**config.mk**
```make
export PLATFORM = sky130hd
export DESIGN_NAME = mem_arbiter
export DESIGN_NICKNAME = d
export VERILOG_FILES = /design/src/rtl/mem_arbiter.sv
export SDC_FILE = /design/constraint.sdc
export NUM_CORES = 1
export LEC_CHECK = 0
export ABC_AREA = 1
export ABC_CLOCK_PERIOD_IN_PS = 2510
export BUFFER_PORTS_ARGS = -buffer_cell sky130_fd_sc_hd__buf_2
export CORE_ASPECT_RATIO = 1.2
export CORE_MARGIN = 2
export CORE_UTILIZATION = 39
export CTS_CLUSTER_SIZE = 10
export DETAILED_ROUTE_END_ITERATION = 8
export GPL_TIMING_DRIVEN = 0
export PLACE_DENSITY = 0.78
export SLEW_MARGIN = 20
export SYNTH_ARGS = -nofsm -noshare
export SYNTH_HDL_FRONTEND = slang
export SYNTH_SLANG_ARGS = --single-unit
```
**constraint.sdc**
```tcl
create_clock -name clk -period 2.51 [get_ports clk]
set_clock_uncertainty 0.2 [all_clocks]
set_input_delay 0.502 -clock clk [delete_from_list [all_inputs] [get_ports clk]]
set_output_delay 0.502 -clock clk [all_outputs]
set_load 0.01 [all_outputs]
```
**src/rtl/mem_arbiter.sv**
```systemverilog
// rtl/mem_arbiter.sv - two-requester (fetch/data) arbiter and sequencer for a single-port RAM
// Optional MEM_ARB_RR_EN: round-robin arbitration instead of data priority with starvation guard.
module mem_arbiter #(
   parameter int ADDR_W     = 11,
   parameter int DATA_W     = 32,
   parameter int RD_LAT     = 2,
   parameter int STARVE_MAX = 4
) (
   input  logic              clk,
   input  logic              rst_n,
   input  logic              if_req,
   input  logic [ADDR_W-1:0] if_addr,
   output logic              if_gnt,
   output logic              if_rvalid,
   output logic [DATA_W-1:0] if_rdata,
   input  logic              d_req,
   input  logic              d_we,
   input  logic [ADDR_W-1:0] d_addr,
   input  logic [DATA_W-1:0] d_wdata,
   output logic              d_gnt,
   output logic              d_rvalid,
   output logic [DATA_W-1:0] d_rdata,
   output logic [ADDR_W-1:0] ram_addr,
   output logic [DATA_W-1:0] ram_wdata,
   output logic              ram_w_en,
   output logic              ram_rd_en,
   input  logic [DATA_W-1:0] ram_rdata,
   output logic              busy
);

   localparam logic [1:0] S_IDLE  = 2'd0;
   localparam logic [1:0] S_ISSUE = 2'd1;
   localparam logic [1:0] S_WAIT  = 2'd2;
   localparam logic [1:0] S_RESP  = 2'd3;

   localparam int WC_W = (RD_LAT > 1) ? $clog2(RD_LAT) : 1;

   logic [1:0]        state_q, state_d;
   logic [WC_W-1:0]   wcnt_q, wcnt_d;
   logic              owner_q, owner_d;          // 1 = data port
   logic              if_gnt_q, if_gnt_d, d_gnt_q, d_gnt_d;
   logic              if_rvalid_q, if_rvalid_d, d_rvalid_q, d_rvalid_d;
   logic [DATA_W-1:0] if_rdata_q, if_rdata_d, d_rdata_q, d_rdata_d;
   logic [ADDR_W-1:0] ram_addr_q, ram_addr_d;
   logic [DATA_W-1:0] ram_wdata_q, ram_wdata_d;
   logic              ram_w_en_q, ram_w_en_d, ram_rd_en_q, ram_rd_en_d;
   logic              busy_q, busy_d;
   logic              fetch_pri;
   logic              pick_f;

`ifdef MEM_ARB_RR_EN
   logic last_owner_q, last_owner_d;               // 1 = data won last
   assign fetch_pri = last_owner_q;
`else
   localparam int SC_W = $clog2(STARVE_MAX + 1);
   logic [SC_W-1:0] starve_q, starve_d;
   assign fetch_pri = (starve_q == SC_W'(STARVE_MAX));
`endif

   always_comb begin
      state_d     = state_q;
      wcnt_d      = wcnt_q;
      owner_d     = owner_q;
      if_gnt_d    = 1'b0;
      d_gnt_d     = 1'b0;
      if_rvalid_d = 1'b0;
      d_rvalid_d  = 1'b0;
      if_rdata_d  = if_rdata_q;
      d_rdata_d   = d_rdata_q;
      ram_addr_d  = ram_addr_q;
      ram_wdata_d = ram_wdata_q;
      ram_w_en_d  = 1'b0;
      ram_rd_en_d = 1'b0;
      busy_d      = busy_q;
      pick_f      = 1'b0;
`ifdef MEM_ARB_RR_EN
      last_owner_d = last_owner_q;
`else
      starve_d     = starve_q;
`endif
      case (state_q)
         S_IDLE: begin
            if (if_req || d_req) begin
               pick_f  = if_req && (!d_req || fetch_pri);
               state_d = S_ISSUE;
               busy_d  = 1'b1;
               owner_d = !pick_f;
               if (pick_f) begin
                  if_gnt_d    = 1'b1;
                  ram_addr_d  = if_addr;
                  ram_rd_en_d = 1'b1;
               end else begin
                  d_gnt_d    = 1'b1;
                  ram_addr_d = d_addr;
                  if (d_we) begin
                     ram_w_en_d  = 1'b1;
                     ram_wdata_d = d_wdata;
                  end else begin
                     ram_rd_en_d = 1'b1;
                  end
               end
`ifdef MEM_ARB_RR_EN
               last_owner_d = !pick_f;
`else
               // Only contested data wins age the fetch port.
               if (pick_f)
                  starve_d = '0;
               else if (if_req && !fetch_pri)
                  starve_d = starve_q + 1'b1;
`endif
            end
         end
         S_ISSUE: begin
            if (ram_w_en_q) begin
               state_d = S_IDLE;
               busy_d  = 1'b0;
            end else begin
               state_d = S_WAIT;
               wcnt_d  = WC_W'(RD_LAT - 1);
            end
         end
         S_WAIT: begin
            if (wcnt_q == '0) begin
               state_d = S_RESP;
               if (owner_q) begin
                  d_rvalid_d = 1'b1;
                  d_rdata_d  = ram_rdata;
               end else begin
                  if_rvalid_d = 1'b1;
                  if_rdata_d  = ram_rdata;
               end
            end else begin
               wcnt_d = wcnt_q - 1'b1;
            end
         end
         default: begin
            state_d = S_IDLE;
            busy_d  = 1'b0;
         end
      endcase
   end

   always_ff @(posedge clk or negedge rst_n) begin
      if (!rst_n) begin
         state_q     <= S_IDLE;
         wcnt_q      <= '0;
         owner_q     <= 1'b0;
         if_gnt_q    <= 1'b0;
         d_gnt_q     <= 1'b0;
         if_rvalid_q <= 1'b0;
         d_rvalid_q  <= 1'b0;
         if_rdata_q  <= '0;
         d_rdata_q   <= '0;
         ram_addr_q  <= '0;
         ram_wdata_q <= '0;
         ram_w_en_q  <= 1'b0;
         ram_rd_en_q <= 1'b0;
         busy_q      <= 1'b0;
`ifdef MEM_ARB_RR_EN
         last_owner_q <= 1'b1;
`else
         starve_q     <= '0;
`endif
      end else begin
         state_q     <= state_d;
         wcnt_q      <= wcnt_d;
         owner_q     <= owner_d;
         if_gnt_q    <= if_gnt_d;
         d_gnt_q     <= d_gnt_d;
         if_rvalid_q <= if_rvalid_d;
         d_rvalid_q  <= d_rvalid_d;
         if_rdata_q  <= if_rdata_d;
         d_rdata_q   <= d_rdata_d;
         ram_addr_q  <= ram_addr_d;
         ram_wdata_q <= ram_wdata_d;
         ram_w_en_q  <= ram_w_en_d;
         ram_rd_en_q <= ram_rd_en_d;
         busy_q      <= busy_d;
`ifdef MEM_ARB_RR_EN
         last_owner_q <= last_owner_d;
`else
         starve_q     <= starve_d;
`endif
      end
   end

   assign if_gnt    = if_gnt_q;
   assign d_gnt     = d_gnt_q;
   assign if_rvalid = if_rvalid_q;
   assign d_rvalid  = d_rvalid_q;
   assign if_rdata  = if_rdata_q;
   assign d_rdata   = d_rdata_q;
   assign ram_addr  = ram_addr_q;
   assign ram_wdata = ram_wdata_q;
   assign ram_w_en  = ram_w_en_q;
   assign ram_rd_en = ram_rd_en_q;
   assign busy      = busy_q;

endmodule

```
; ---- Word level (Yosys, flattened, before mapping)
; Index checks and enable logic that the tools add are counted.
[totals]
ff_bits = 121
elab_cells = 79
output_inout_bits = 114
[classes]
reduce_logical = 18
n_bitwise = 4
mux = 33
eq_ne = 7
n_addsub = 2
[op_table]
columns = cell, count
row1 = $mux W1, 24
row2 = $reduce_and A3 Y1, 4
row3 = $mux W11, 1
row4 = $ne A2 B2 Y1 const B, 4
row5 = $mux W2, 3
row6 = $mux W3, 2
row7 = $pmux W2 S3, 1
row8 = $reduce_and A2 Y1, 3
row9 = $not A1 Y1, 4
row10 = $reduce_and A4 Y1, 1
row11 = $reduce_bool A2 Y1, 2
row12 = $add A3 B1 Y3 const B, 1
row13 = $eq A3 B3 Y1 const B, 1
row14 = $logic_not A1 Y1, 3
row15 = $pmux W1 S3, 1
row16 = $eq A2 B1 Y1 const B, 1
row17 = $eq A2 B2 Y1 const B, 1
row18 = $logic_and A1 B1 Y1, 2
row19 = $logic_not A2 Y1, 1
row20 = $logic_or A1 B1 Y1, 2
row21 = $pmux W1 S2, 1
row22 = $sub A1 B1 Y1 const B, 1

; ---- Logic depth before layout (Yosys ltp)
[depth]
word_depth = 6
ltp_mapped = 9
depth_no_buf = 8

; ---- Worst setup path before layout
; Ideal clock, no wire load.
[synth_timing]
path_kind = register -> register
from = register starve_q[0]
to = register ram_wdata_q[14] (netlist: ram_wdata[14])
path_slack_ps = 949
required_ps = 2193
stages_incl_launch_ff = 10
t_arrival_ps = 1243
setup_ps = 117
path_cell_list = dfrtp_1 inv_1 ha_1 nand2_1 nand2_1 nand2_1 buf_2 buf_4 nand4_1 nand2_1
[synth_between]
elab_chain_cells = 5
[synth_rtl]
columns = item, line
row1 = "start, declared", 56  ; logic [SC_W-1:0] starve_q, starve_d;
row2 = "start signal, assigned", 182  ; starve_q <= starve_d;
row3 = $eq A3 B3 Y1, 57  ; assign fetch_pri = (starve_q == SC_W'(STARVE_MAX));
row4 = $logic_or A1 B1 Y1, 84  ; pick_f = if_req && (!d_req || fetch_pri);
row5 = $logic_and A1 B1 Y1, 84
row6 = $not A1 Y1 (no source line), --
row7 = $reduce_and A4 Y1 (no source line), --
row8 = "end signal, assigned", 175  ; ram_wdata_q <= ram_wdata_d;
row9 = "end, declared", 45  ; logic [DATA_W-1:0] ram_wdata_q, ram_wdata_d;
; No other way between the ends.
; A chain may end at the register's enable or synchronous reset.

; ---- Worst setup path after layout
[layout_timing]
from = register starve_q[0]
to = register ram_wdata_q[20] (netlist: ram_wdata[20])
; The elaborated chain is that of the path after synthesis.

==> flow_summary.ini <==
[synth]
yosys.area_share.simple_pct = 21.8
muxShareOfSynthArea_pct = 0
synth_top_family_by_area = simple AND/OR/NAND/NOR gates
avgSynthCellArea_um2 = 9.32
synthTopCellsByArea = dfrtp_1 (62%), nand2_1 (13%), o21ai_0 (7.0%)
ys.warnings.count = 0
synth_fp_nets = 618
ys_types = 22
ys_seq_area_share_pct = 61.9
synth_top_area_share_pct = 61.9
synth_compound_gate_area_share_pct = 7.26
synth_cells = 525
synth-xor-area-share_pct = 0.179
syn_area_um2 = 4890
synth_area_leader_cell = dfrtp_1
synthAdderAreaFrac_pct = 0.511
synth_seq_cells = 121

[timing]
rsz0062_at_grt = false
setup_viol = 0
hold_violations = 0
post-route-period-util_pct = 76.2
setup_ws_ns = 0.597
fin_crit_ns = 1.91
maxSlewViolCount = 0
fmax_mhz = 523
whs_ns = 0.148
worstMarginPinSlew_ns = 0.472
relSlewSlack_pct = 68.5

[clock_network]
tritoncts = built
cts.htree.levels = 4
cts_num_sinks = 121
clock_latency_ns = 0.40
clockRootBuffer = clkbuf_16
cts_resized = 0
cts_buffer_depth = 2
path_clk_slew_ns = 0.06
cts_buffers = 17

[place]
port_buffers = 203
dp_cells = 890
dp_hpwl_mm = 9.62
post-place-ws_ns = 0.635
gp_congestion = 0.806

[floorplanning]
core_um2 = 12200
die_h_um = 127
rows = 44
die_area_um2 = 13500
start_util_pct = 40.2
fp.dieW_um = 106
io_pins = 205

[job]
cap_violations = 0

[drt]
drt-pass1-iter-count = 4
detail_route.vias_per_cell = 4.75
ant_nets = 0
avgRoutedWirePerCell_um = 14.0
vias = 4388
first_iter_violations = 238
route.detailed.drc = 0
routed_wl_mm = 12.9

[critical_path]
cpPeakStageDelay_ns = 0.36
reg2reg_slack_ns = 0.60
r2r_start = starve_q[0]
worstPathCellList = inv_1, ha_1, nand2_1, nand2_1, nand2_1, buf_2, buf_4, nand4_1, nand2_1
startpoint = starve_q[0]
crit_required_ns = 2.65
endpoint_kind = flop
cp_common_cell = nand2_1
cpMaxStageDelayCell = dfrtp_1
path_class = reg -> reg
crit_fanout = 10
startpoint_type = flop
critPathArrivalTime_ns = 2.05

[run_status]
status = finished, final reports clean

[grt]
track_usage_pct = 19.9
grt_overflow = 0
grt_pass1_vias = 4340
antenna_found_initial = 1
grt_max_degree = 72
grt_pass1_wl_mm = 21.1

[power]
p_per_area_nw_per_um2 = 1320
irDropWorstVdd_mv = 0.548
p_leak_nw = 3.84

[cells_and_area]
fin_cells = 923
area_delta_synth_final_pct = 37.5
final_layout_size_suffix_gt1_share_pct = 34.4
final_nets = 842

[hold_path]
min-delay-start = d_wdata[23]
hold_path_class = in -> reg
==> through the flow <==
| stage | instance area, um^2 | util, % | power (mW) | TNS (ns) |
|---|---|---|---|---|
| final | 6730 | 55.3 | 8.89 | 0 |
| after global routing | 6730 | 55.3 | 9.55 | 0 |
| after CTS | 6730 | 55.3 | 8.98 | 0 |
| after detailed placement | 6150 | 50.5 | 6.59 | 0 |
| after global placement | 6110 | 50.2 | 6.47 | -91.47 |
| after floorplan | 4890 | - | 5.13 | 0 |
==> synthesized netlist by cell type <==
cell type,count
o21ai_0,68
inv_1,55
buf_2,12
a21oi_1,1
nand3b_1,11
clkbuf_1,8
nand3_2,1
nand2_1,171
dfrtp_1,121
xor2_1,1
nor2_4,2
nand4_1,32
ha_1,2
nand2_2,1
buf_1,1
inv_2,1
nor2_1,5
buf_4,4
buf_6,5
o21ai_1,2
nand3_1,17
clkbuf_2,4
==> critical path, delay by kind of cell (launching register included) <==
kind,cells,cell delay [ns]
buffers and inverters,3,0.54
flip-flops,1,0.36
adder cells (fa/ha/maj),1,0.19
AND/OR/NAND/NOR,5,0.55
==> cell families (layout without fill, tap and decap cells) <==
kind of cell / Yosys count / after routing
AND/OR/NAND/NOR: 240 / 240
flip-flops: 121 / 121
buffers and inverters: 90 / 326
AO/OA/AOI/OAI: 71 / 71
adder cells (fa/ha/maj): 2 / 2
XOR/XNOR: 1 / 1
other: 0 / 1
==> cell usage in the layout, fill, tap and decap left out, types with 5 or more instances in the layout <==
master / instances
clkbuf_1: 11
buf_6: 6
nand3b_1: 11
dfrtp_1: 121
nand2_1: 171
buf_2: 214
nor2_1: 5
clkbuf_16: 17
nand3_1: 17
inv_1: 55
nand4_1: 32
o21ai_0: 68
==> timing repair <==
item	CTS	global route
hold buffers	1	0
endpoints found under the hold margin	50	0
setup buffers	0	0
==> flip-flops by register name (all words and copies together) (netlist names) <==
signal,flops
d_rdata,32
if_rdata,32
ram_wdata,32
ram_addr,11
starve_q,3
state_q,2
busy,1
d_gnt,1
d_rvalid,1
if_gnt,1
if_rvalid,1
owner_q,1
ram_rd_en,1
ram_w_en,1
wcnt_q,1
==> report_power, final <==
part           internal [mW]  switching (mW)
Combinational           1.27            1.88
Sequential              2.90           0.501
Clock                   1.53           0.816
Total                   5.69            3.20
==> routing by layer <==
layer,track usage [%],wire length (um),vias to the layer above,share of wire (%)
li1,-,-,2135,-
met1,24.4,5360,2017,41
met2,32.9,6160,214,48
met3,5.60,1160,22,8.9
met4,8.20,273,0,2.1
met5,0,0,-,0
==> final timing paths <==
| kind | endpoint | depth (start not counted) |
|---|---|---|
| setup / recovery | ram_wdata[20] | 9 |
| hold / removal | ram_wdata[23] | 3 |
| setup reg to reg | ram_wdata[20] | 9 |
| hold reg to reg | ram_wdata[14] | 2 |
| max in group asynchronous | ram_wdata[8] | 3 |
| min in group asynchronous | if_rdata[0] | 2 |
==> layout make-up <==
cell class | count | area (um^2)
Antenna cell | 1 | 2.50
Buffer | 34 | 200
Inverter | 56 | 210
Clock buffer | 23 | 478
Sequential cell | 121 | 3030
Clock inverter | 8 | 95.1
Fill cell | 1121 | 5440
Tap cell | 161 | 201
Timing Repair Buffer | 205 | 1060
Multi-Input combinational cell | 314 | 1460
No activity file was read; power rests on OpenSTA's default activity.
